File: src/rtl/bpsk_phase_sequencer_if.sv
// ---------------------------------------------------------------------------
// bpsk_phase_sequencer_if
// Bit-input handshake and sample-output bus of the BPSK phase sequencer.
//   bit_valid    : source -> sequencer, bit_data is held and valid
//   bit_data     : source -> sequencer, data bit (0 = 0 deg, 1 = 180 deg)
//   bit_ready    : sequencer -> source, bit is taken this cycle if valid
//   phase        : sequencer -> sine table, table index
//   phase_valid  : sequencer -> sine table, phase is a live sample
//   symbol_start : sequencer -> sink, first sample of a symbol
// master = bit source / sample sink side, slave = sequencer side.
// ---------------------------------------------------------------------------
interface bpsk_phase_sequencer_if #(
   parameter int DATA_WIDTH = 8
);
   logic                  bit_valid;
   logic                  bit_data;
   logic                  bit_ready;
   logic [DATA_WIDTH-1:0] phase;
   logic                  phase_valid;
   logic                  symbol_start;

   modport master (
      output bit_valid,
      output bit_data,
      input  bit_ready,
      input  phase,
      input  phase_valid,
      input  symbol_start
   );

   modport slave (
      input  bit_valid,
      input  bit_data,
      output bit_ready,
      output phase,
      output phase_valid,
      output symbol_start
   );
endinterface

File: src/rtl/bpsk_phase_sequencer.sv
// ---------------------------------------------------------------------------
// bpsk_phase_sequencer
// Turns a stream of data bits into sine-table phase indices for a BPSK
// carrier. A free-running carrier accumulator advances PHASE_STEP per sample
// (modulo 2*SINE_RESOLUTION); each symbol adds 0 or SINE_RESOLUTION steps.
// One bit is consumed every SAMPLES_PER_SYMBOL samples via valid/ready.
//
// Ports:
//   clk       : sample clock
//   reset_n   : asynchronous active-low reset
//   enable    : allows new bursts and continuation past a symbol boundary
//   bus       : slave modport of bpsk_phase_sequencer_if (bit handshake in,
//               phase / phase_valid / symbol_start out)
//   underrun  : one-cycle pulse, burst ended because no bit was available
//   busy      : sequencer is emitting a burst
//
// Optional build macro: BPSK_DIFF_EN enables differential (DBPSK) encoding;
// each burst references 0 deg.
//
// state | meaning
// ------+-------------------------------------------------------------
// IDLE  | no burst, carrier parked at 0, waiting for enable & bit_valid
// SEND  | presenting sample sample_cnt of the current symbol
// ---------------------------------------------------------------------------
module bpsk_phase_sequencer #(
   parameter int DATA_WIDTH         = 8,
   parameter int SINE_RESOLUTION    = 128,
   parameter int PHASE_STEP         = 1,
   parameter int SAMPLES_PER_SYMBOL = 256
) (
   input  logic                   clk,
   input  logic                   reset_n,
   input  logic                   enable,
   bpsk_phase_sequencer_if.slave  bus,
   output logic                   underrun,
   output logic                   busy
);

   // One extra bit so 2*SINE_RESOLUTION == 2**DATA_WIDTH still fits.
   localparam int                PW       = DATA_WIDTH + 1;
   localparam int                CNT_W    = $clog2(SAMPLES_PER_SYMBOL);
   localparam logic [PW-1:0]     PERIOD   = PW'(2 * SINE_RESOLUTION);
   localparam logic [PW-1:0]     HALF     = PW'(SINE_RESOLUTION);
   localparam logic [PW-1:0]     STEP     = PW'(PHASE_STEP);
   localparam logic [CNT_W-1:0]  LAST_CNT = CNT_W'(SAMPLES_PER_SYMBOL - 1);

   typedef enum logic [0:0] {
      IDLE = 1'b0,
      SEND = 1'b1
   } state_t;

   state_t                 state;
   logic [DATA_WIDTH-1:0]  carrier;
   logic [CNT_W-1:0]       sample_cnt;
   logic                   cur_bit;
   logic [DATA_WIDTH-1:0]  phase_q;
   logic                   phase_valid_q;
   logic                   symbol_start_q;
   logic                   underrun_q;

   logic                   last_sample;
   logic                   ready;
   logic                   accept;
   logic                   new_bit;
   logic [DATA_WIDTH-1:0]  carrier_next;

   // Both operands are below PERIOD, so a single conditional subtract is an
   // exact modulo.
   function automatic logic [DATA_WIDTH-1:0] wrap_add(
      input logic [DATA_WIDTH-1:0] a,
      input logic [PW-1:0]         b
   );
      logic [PW-1:0] sum;
      sum = {1'b0, a} + b;
      if (sum >= PERIOD) begin
         sum = sum - PERIOD;
      end
      return sum[DATA_WIDTH-1:0];
   endfunction

   function automatic logic [PW-1:0] offset_of(input logic b);
      return b ? HALF : '0;
   endfunction

   assign last_sample  = (state == SEND) && (sample_cnt == LAST_CNT);
   assign ready        = enable && ((state == IDLE) || last_sample);
   assign accept       = ready && bus.bit_valid;
   assign carrier_next = wrap_add(carrier, STEP);

`ifdef BPSK_DIFF_EN
   logic prev_bit;

   assign new_bit = prev_bit ^ bus.bit_data;

   // prev_bit is 0 throughout IDLE, so the first bit of a burst is
   // referenced to 0 deg.
   always_ff @(posedge clk or negedge reset_n) begin
      if (!reset_n) begin
         prev_bit <= 1'b0;
      end else if (accept) begin
         prev_bit <= new_bit;
      end else if (last_sample) begin
         prev_bit <= 1'b0;
      end
   end
`else
   assign new_bit = bus.bit_data;
`endif

   // Outputs are registered from the next-state values, so phase always
   // belongs to the sample described by carrier/cur_bit/sample_cnt.
   always_ff @(posedge clk or negedge reset_n) begin
      if (!reset_n) begin
         state          <= IDLE;
         carrier        <= '0;
         sample_cnt     <= '0;
         cur_bit        <= 1'b0;
         phase_q        <= '0;
         phase_valid_q  <= 1'b0;
         symbol_start_q <= 1'b0;
         underrun_q     <= 1'b0;
      end else begin
         underrun_q <= 1'b0;
         case (state)
            IDLE: begin
               carrier        <= '0;
               sample_cnt     <= '0;
               phase_q        <= '0;
               phase_valid_q  <= 1'b0;
               symbol_start_q <= 1'b0;
               if (accept) begin
                  state          <= SEND;
                  cur_bit        <= new_bit;
                  phase_q        <= wrap_add('0, offset_of(new_bit));
                  phase_valid_q  <= 1'b1;
                  symbol_start_q <= 1'b1;
               end
            end
            SEND: begin
               if (!last_sample) begin
                  carrier        <= carrier_next;
                  sample_cnt     <= sample_cnt + CNT_W'(1);
                  phase_q        <= wrap_add(carrier_next, offset_of(cur_bit));
                  symbol_start_q <= 1'b0;
               end else if (accept) begin
                  // Carrier keeps running across the symbol boundary.
                  carrier        <= carrier_next;
                  sample_cnt     <= '0;
                  cur_bit        <= new_bit;
                  phase_q        <= wrap_add(carrier_next, offset_of(new_bit));
                  symbol_start_q <= 1'b1;
               end else begin
                  // enable low here means a deliberate stop, not a starved source.
                  state          <= IDLE;
                  carrier        <= '0;
                  sample_cnt     <= '0;
                  cur_bit        <= 1'b0;
                  phase_q        <= '0;
                  phase_valid_q  <= 1'b0;
                  symbol_start_q <= 1'b0;
                  underrun_q     <= enable;
               end
            end
            default: begin
               state <= IDLE;
            end
         endcase
      end
   end

   assign bus.bit_ready    = ready;
   assign bus.phase        = phase_q;
   assign bus.phase_valid  = phase_valid_q;
   assign bus.symbol_start = symbol_start_q;
   assign underrun         = underrun_q;
   assign busy             = (state == SEND);

endmodule

File: src/flat_wrapper.sv
// flat-port wrapper written by rule: the top's interface ports become plain ports
module bpsk_phase_sequencer_flat 
#(
   parameter int DATA_WIDTH         = 8,
   parameter int SINE_RESOLUTION    = 128,
   parameter int PHASE_STEP         = 1,
   parameter int SAMPLES_PER_SYMBOL = 256
)
  (clk, reset_n, enable, underrun, busy, bus_bit_valid, bus_bit_data, bus_bit_ready, bus_phase, bus_phase_valid, bus_symbol_start);
  bpsk_phase_sequencer_if #(.DATA_WIDTH(DATA_WIDTH)) bus_i ();
  input  logic clk;
  input  logic reset_n;
  input  logic enable;
  output logic underrun;
  output logic busy;
  input wire logic [$bits(bus_i.bit_valid)-1:0] bus_bit_valid;
  input wire logic [$bits(bus_i.bit_data)-1:0] bus_bit_data;
  output wire logic [$bits(bus_i.bit_ready)-1:0] bus_bit_ready;
  output wire logic [$bits(bus_i.phase)-1:0] bus_phase;
  output wire logic [$bits(bus_i.phase_valid)-1:0] bus_phase_valid;
  output wire logic [$bits(bus_i.symbol_start)-1:0] bus_symbol_start;
  assign bus_i.bit_valid = bus_bit_valid;
  assign bus_i.bit_data = bus_bit_data;
  assign bus_bit_ready = bus_i.bit_ready;
  assign bus_phase = bus_i.phase;
  assign bus_phase_valid = bus_i.phase_valid;
  assign bus_symbol_start = bus_i.symbol_start;
  bpsk_phase_sequencer #(.DATA_WIDTH(DATA_WIDTH), .SINE_RESOLUTION(SINE_RESOLUTION), .PHASE_STEP(PHASE_STEP), .SAMPLES_PER_SYMBOL(SAMPLES_PER_SYMBOL)) u_core (.clk(clk), .reset_n(reset_n), .enable(enable), .bus(bus_i), .underrun(underrun), .busy(busy));
endmodule
File: config.mk
export PLATFORM = sky130hd
export DESIGN_NAME = bpsk_phase_sequencer_flat
export DESIGN_NICKNAME = d
export VERILOG_FILES = /design/src/rtl/bpsk_phase_sequencer_if.sv /design/src/rtl/bpsk_phase_sequencer.sv /design/src/flat_wrapper.sv
export SDC_FILE = /design/constraint.sdc
export NUM_CORES = 1
export LEC_CHECK = 0
export BUFFER_PORTS_ARGS = -buffer_cell sky130_fd_sc_hd__buf_4
export CAP_MARGIN = 20
export CORE_MARGIN = 5
export CORE_UTILIZATION = 51
export DETAILED_ROUTE_END_ITERATION = 8
export GPL_TIMING_DRIVEN = 0
export PLACE_DENSITY = 0.73
export SETUP_SLACK_MARGIN = 0.15
export SLEW_MARGIN = 15
export SYNTH_ARGS = -nofsm -noshare
export SYNTH_HDL_FRONTEND = slang
export SYNTH_SLANG_ARGS = --single-unit
File: constraint.sdc
create_clock -name clk -period 2.8 [get_ports clk]
set_input_delay 0.56 -clock clk [delete_from_list [all_inputs] [get_ports clk]]
set_output_delay 0.56 -clock clk [all_outputs]
set_load 0.01 [all_outputs]
==> metrics, run 1 <==
status=completed; cell taking the most area after synthesis=dfrtp_1; CP Data Required Time=2.24 ns; # resized after CTS=0; Max IR drop VDD=0.319 mV; R2R setup slack=1.13 ns; drt wl/cell=12.3 microns; # rows=16; Area after DPL=1220 sq um; Iter 0 DRT Violations=0; Post-Route WL=1810 microns; placed cells=143; Final Util=0.636; CTS tree=yes; initial antenna violation count=0; Worst Setup End Kind=primary output; fill cell count=178; CP Launch Type=flop; Synth Area per Inst=10.7 sq um; critical path class=reg2out; Worst-Skew Late Latency=0.29 ns; Hold WC Path Type=in2async; critical path fanouts, max=8; Setup TNS=0 ns; Layout Area Growth over Synthesis=18.9%; RSZ-0062 raised after global routing=false; die area=3090 sq um; Synthesized Nets=106; hold violation total from the final report=0; global-route wire length before repair=3310 microns; pin count of the biggest net entering global routing=23; sequential share of the synthesized area=0.519; Final Skew=0.00508 ns; CTS clock-pin slew for the worst setup and hold paths=0.12 ns; aggregate global routing overflow=0; starting density of the core=0.535; hpwl dp=1380 microns; I/O pins=18; cell area after synthesis=1060 sq um; vias per cell=4.81; hold_ws=0.123 ns; final setup fails=0; max_slew headroom=0.726; final worst slack=0.410 ns; GPL Wtd Cong=0.738; Final #Nets=128; vias in the first global route=727; Post-CTS Setup Bufs=0; Placeable Area=1980 sq um; Final Non-Filler Cells=147; Worst R2R Path Depth=6; fin crit period=2.39 ns; ys flop type=dfrtp_1; Diodes inserted=0; Slew Viols, Final=0; critical path data arrival time=1.83 ns; asr flop ratio synth=1.00; Vias=707; synthesis-stage register bit count=22; Fmax=418 MHz; synth top area cells=dfrtp_1 (52%), xor2_1 (6.6%), buf_4 (5.0%); Syn Inst Count=99; PwrDens=404 nW/um^2; Tcrit/Tclk final=0.854; end of the worst register-to-register path=u_core.bus.phase[7]; register area=551 sq um; final std cell area, no fill=1260 sq um; Netlist cell types=27; EDFF count, synth=0; number of synthesis warnings=0; Leak=0.588 nW; Synth top area share=0.519; chip width=55.6 microns; total CTS buffers=3; Residual DRC=0; maximum root-to-sink buffer count=2; number of port buffers=17; Sink Count=22; Root Driver=clkbuf_4; CTS hold repair buffers=0; Multi-input gate area=449 sq um; DR pass1 iterations=1; Tightest Pin Transition=0.411 ns; fraction of layout cells with a size suffix above 1=0.325; Final Total Pwr=509 uW; all-layer global routing usage=0.132; pre-CTS WS=0.653 ns; die height=55.6 microns; H-tree lvl count=1; Worst R2R Start=u_core.sample_cnt[0]; DRT antenna net count=0; Max Cap Violations=0
metal layers:
| metal | vias to the layer above | routed length (microns) | global-route usage |
|---|---|---|---|
| li1 | 365 | - | - |
| met4 | 0 | 7 | 0.0313 |
| met1 | 330 | 809 | 0.167 |
| met3 | 2 | 89 | 0.0302 |
| met5 | - | 0 | 0 |
| met2 | 10 | 902 | 0.226 |
flip-flops by register name (all words and copies together), names as in the netlist:
signal / cells
u_core.carrier: 8
u_core.bus.symbol_start: 1
u_core.busy: 1
u_core.bus.phase: 1
u_core.underrun: 1
u_core.bus.phase_valid: 1
u_core.sample_cnt: 8
u_core.cur_bit: 1
critical path, cell delays in order, from the launching register on:
cell and delay [ns]:
dfrtp_1 0.41, ha_1 0.22, and4_4 0.26, nand4_4 0.18
nand2_2 0.20, and2_1 0.15, buf_4 0.11
logic make-up after synthesis:
logic type	share of synthesized area
flip-flops	0.519
XOR/XNOR	0.107
buffers and inverters	0.0601
AND/OR/NAND/NOR	0.241
multiplexers	0.00943
AO/OA/AOI/OAI	0.0401
adder cells (fa/ha/maj)	0.0236
cell usage after synthesis (all sizes together) (2+ instances only):
cell and instances:
buf 7, nor3 2, xnor2 5, nand2 9, and3 3, ha 2, nand3 7, a21oi 3
nor2 14, inv 2, dfrtp 22, xor2 8, and2 4
worst max-delay path by stage:
stage / from / to / slack (ns)
2_1_floorplan: u_core.sample_cnt[0] / bus_bit_ready / 0.90
3_3_place_gp: u_core.sample_cnt[0] / bus_bit_ready / 0.67
3_5_place_dp: u_core.sample_cnt[0] / bus_bit_ready / 0.65
4_1_cts: u_core.sample_cnt[0] / bus_bit_ready / 0.30
5_1_grt: u_core.sample_cnt[0] / bus_bit_ready / 0.23
6_report: u_core.sample_cnt[0] / bus_bit_ready / 0.41
placed cells by master, fill, tap and decap left out, types with 2 or more instances in the layout:
master	Yosys	final
dfrtp_1	22	22
ha_1	2	2
xor2_1	8	8
buf_4	7	24
nor2_1	14	14
nand2_1	9	8
and2_1	4	4
clkbuf_4	0	3
a21oi_1	3	3
xnor2_1	5	5
inv_1	2	2
and3_2	2	2
nand3_1	6	6
cell type report:
| cell class | instances | share of cell area |
|---|---|---|
| Inverter | 2 | 0.00595 |
| Tap cell | 27 | 0.0268 |
| Timing Repair Buffer | 17 | 0.101 |
| Buffer | 8 | 0.0446 |
| Sequential cell | 22 | 0.437 |
| Clock buffer | 4 | 0.0288 |
| Multi-Input combinational cell | 67 | 0.356 |
where the power goes:
group | switching [mW] | total [mW] | internal, mW
Clock | 0.0894 | 0.168 | 0.0791
Sequential | 0.00126 | 0.321 | 0.320
Combinational | 0.0123 | 0.0197 | 0.00736
Note: power is estimated with default switching activity, not from simulation.
==> inputs of run 2 (changes only) <==
--- a/config.mk
+++ b/config.mk
@@ -10,7 +10,7 @@
 export CORE_MARGIN = 5
 export CORE_UTILIZATION = 51
 export DETAILED_ROUTE_END_ITERATION = 8
-export GPL_TIMING_DRIVEN = 0
+export GPL_TIMING_DRIVEN = 1
 export PLACE_DENSITY = 0.73
 export SETUP_SLACK_MARGIN = 0.15
 export SLEW_MARGIN = 15
==> run 2 against run 1 <==
Core utilization decreased by 2.8 points. Wire length decreased by 1.0%. Final cell count decreased by 5.4%. Global-route usage decreased by 0.066 points. Critical path depth unchanged. Critical endpoint unchanged. Largest cell class unchanged.
==> metrics, run 2 (synthesized netlist as in run 1, its figures left out) <==
critical path fanouts, max=8 (unchanged); Post-Route WL=1790 microns (-1.0%); commonest cells after routing, fill and taps aside=dfrtp_1 (22), buf_4 (17), nor2_1 (14); Hold WC Path Type=in2async; Sink Count=22 (unchanged); Layout Area Growth over Synthesis=13.6%; DR pass1 iterations=3 (+2); number of port buffers=17 (unchanged); R2R setup slack=1.15 ns (+0.02 ns); hpwl dp=1330 microns (-4.0%); H-tree lvl count=1 (unchanged); die area=3090 sq um (unchanged); top flop regs=u_core.carrier x8, u_core.sample_cnt x8; chip width=55.6 microns (unchanged); global-route wire length before repair=3180 microns (-4.0%); Critical Path, Cell by Cell=ha_1 -> and4_4 -> nand4_4 -> nand2_2 -> and2_1 -> buf_4; Final #Nets=120 (-6.3%); CTS clock-pin slew for the worst setup and hold paths=0.12 ns (about the same); Worst R2R Start=u_core.sample_cnt[0]; drt wl/cell=12.9 microns (+4.7%); max_slew headroom=0.732 (+0.00589); Root Driver=clkbuf_4; Fmax=418 MHz (about the same); # rows=16 (unchanged); initial antenna violation count=0 (unchanged); placed cells=135 (-5.6%); Max Cap Violations=0 (unchanged); Setup TNS=0 ns (unchanged); Residual DRC=0 (unchanged); RSZ-0062 raised after global routing=false; Worst R2R Path Depth=5 (-1); Multi-input gate area=449 sq um (unchanged); critical path data arrival time=1.83 ns (about the same); PwrDens=423 nW/um^2 (+4.9%); fin crit period=2.39 ns (+0.000460 ns); vias in the first global route=708 (-2.6%); starting density of the core=0.535 (unchanged); DRT antenna net count=0 (unchanged); Final Skew=0.00419 ns (-0.000890 ns); Placeable Area=1980 sq um (unchanged); CP max stage cell=dfrtp_1; Worst Setup End Kind=primary output; hold_ws=0.119 ns (-0.00428 ns); end of the worst register-to-register path=u_core.carrier[2]; delay of the slowest critical-path stage=0.40 ns (about the same); Vias=694 (-1.8%); CP Launch Type=flop; fill cell count=167 (-6.2%); maximum root-to-sink buffer count=2 (unchanged); I/O pins=18 (unchanged); GPL Wtd Cong=0.723 (-2.1%); hold violation total from the final report=0 (unchanged); final setup fails=0 (unchanged); all-layer global routing usage=0.131 (-0.000656); Iter 0 DRT Violations=6 (+6); Tightest Pin Transition=0.403 ns (-0.00883 ns); critical path class=reg2out; Leak=0.553 nW (-6.0%); Slew Viols, Final=0 (unchanged); Post-CTS Setup Bufs=0 (unchanged); Diodes inserted=0 (unchanged); die height=55.6 microns (unchanged); CTS tree=yes; Worst-Skew Late Latency=0.30 ns (about the same); status=completed; aggregate global routing overflow=0 (unchanged); most common cell after layout, fill and taps aside=dfrtp_1; total CTS buffers=3 (unchanged); vias per cell=4.99 (+3.8%); register area=551 sq um (unchanged); fraction of layout cells with a size suffix above 1=0.286 (-0.0393); Max IR drop VDD=0.267 mV (-16%); Tcrit/Tclk final=0.854 (about the same); pin count of the biggest net entering global routing=23 (unchanged); CP Data Required Time=2.24 ns (about the same); Final Non-Filler Cells=139 (-5.4%)
run 2: changes by cell type in the layout (fill, tap and decap cells not counted), sizes merged:
cell	delta
clkbuf	-1
buf	-7
run 2: power breakdown:
group | switching (mW) | total (mW) | internal (mW)
logic | 0.0117 | 0.0191 | 0.00735
clock network | 0.0907 | 0.170 | 0.0794
registers | 0.00121 | 0.321 | 0.319
total | 0.104 | 0.510 | 0.406
run 2: area by class of cell:
class                           instances  area share
Tap cell                               27      0.0280
Multi-Input combinational cell         67       0.373
Sequential cell                        22       0.457
Timing Repair Buffer                   17       0.106
Inverter                                2     0.00623
Clock buffer                            4      0.0301
run 2: stage by stage:
stage / utilization / setup slack (ns) / instance area, sq um / power, mW
after global placement: 0.588 / 0.724 / 1170 / 0.346
after detailed placement: 0.588 / 0.668 / 1170 / 0.347
after CTS: 0.607 / 0.314 / 1200 / 0.516
after floorplan: - / 0.897 / 1060 / 0.332
final: 0.608 / 0.409 / 1200 / 0.510
after global routing: 0.608 / 0.213 / 1200 / 0.537
run 2: routing by layer:
layer / global-route usage / wire, microns / vias up / share of wire
met1: 0.164 / 829 / 331 / 0.46
li1: - / - / 345 / -
met5: 0 / 0 / - / 0
met3: 0.0278 / 78 / 5 / 0.044
met2: 0.209 / 845 / 13 / 0.47
met4: 0.0729 / 37 / 0 / 0.021
run 2: worst max path at each step:
stage | from | slack (ns) | end
3_3_place_gp | u_core.sample_cnt[0] | 0.72 | bus_bit_ready
3_5_place_dp | u_core.sample_cnt[0] | 0.67 | bus_bit_ready
4_1_cts | u_core.sample_cnt[0] | 0.31 | bus_bit_ready
5_1_grt | u_core.sample_cnt[0] | 0.21 | bus_bit_ready
2_1_floorplan | u_core.sample_cnt[0] | 0.90 | bus_bit_ready
6_report | u_core.sample_cnt[0] | 0.41 | bus_bit_ready
run 2: timing repair:
action | 4_1_cts | 5_1_grt
hold buffers | 0 | 0
setup endpoints to repair | 0 | 1
gates resized for setup | 0 | 1
run 2: critical path, delay by kind of cell, from the launching register on:
family	cells	cell delay, ns
and+or+nand+nor	4	0.79
DFF	1	0.40
adders and majority gates	1	0.22
buffers and inverters	1	0.12
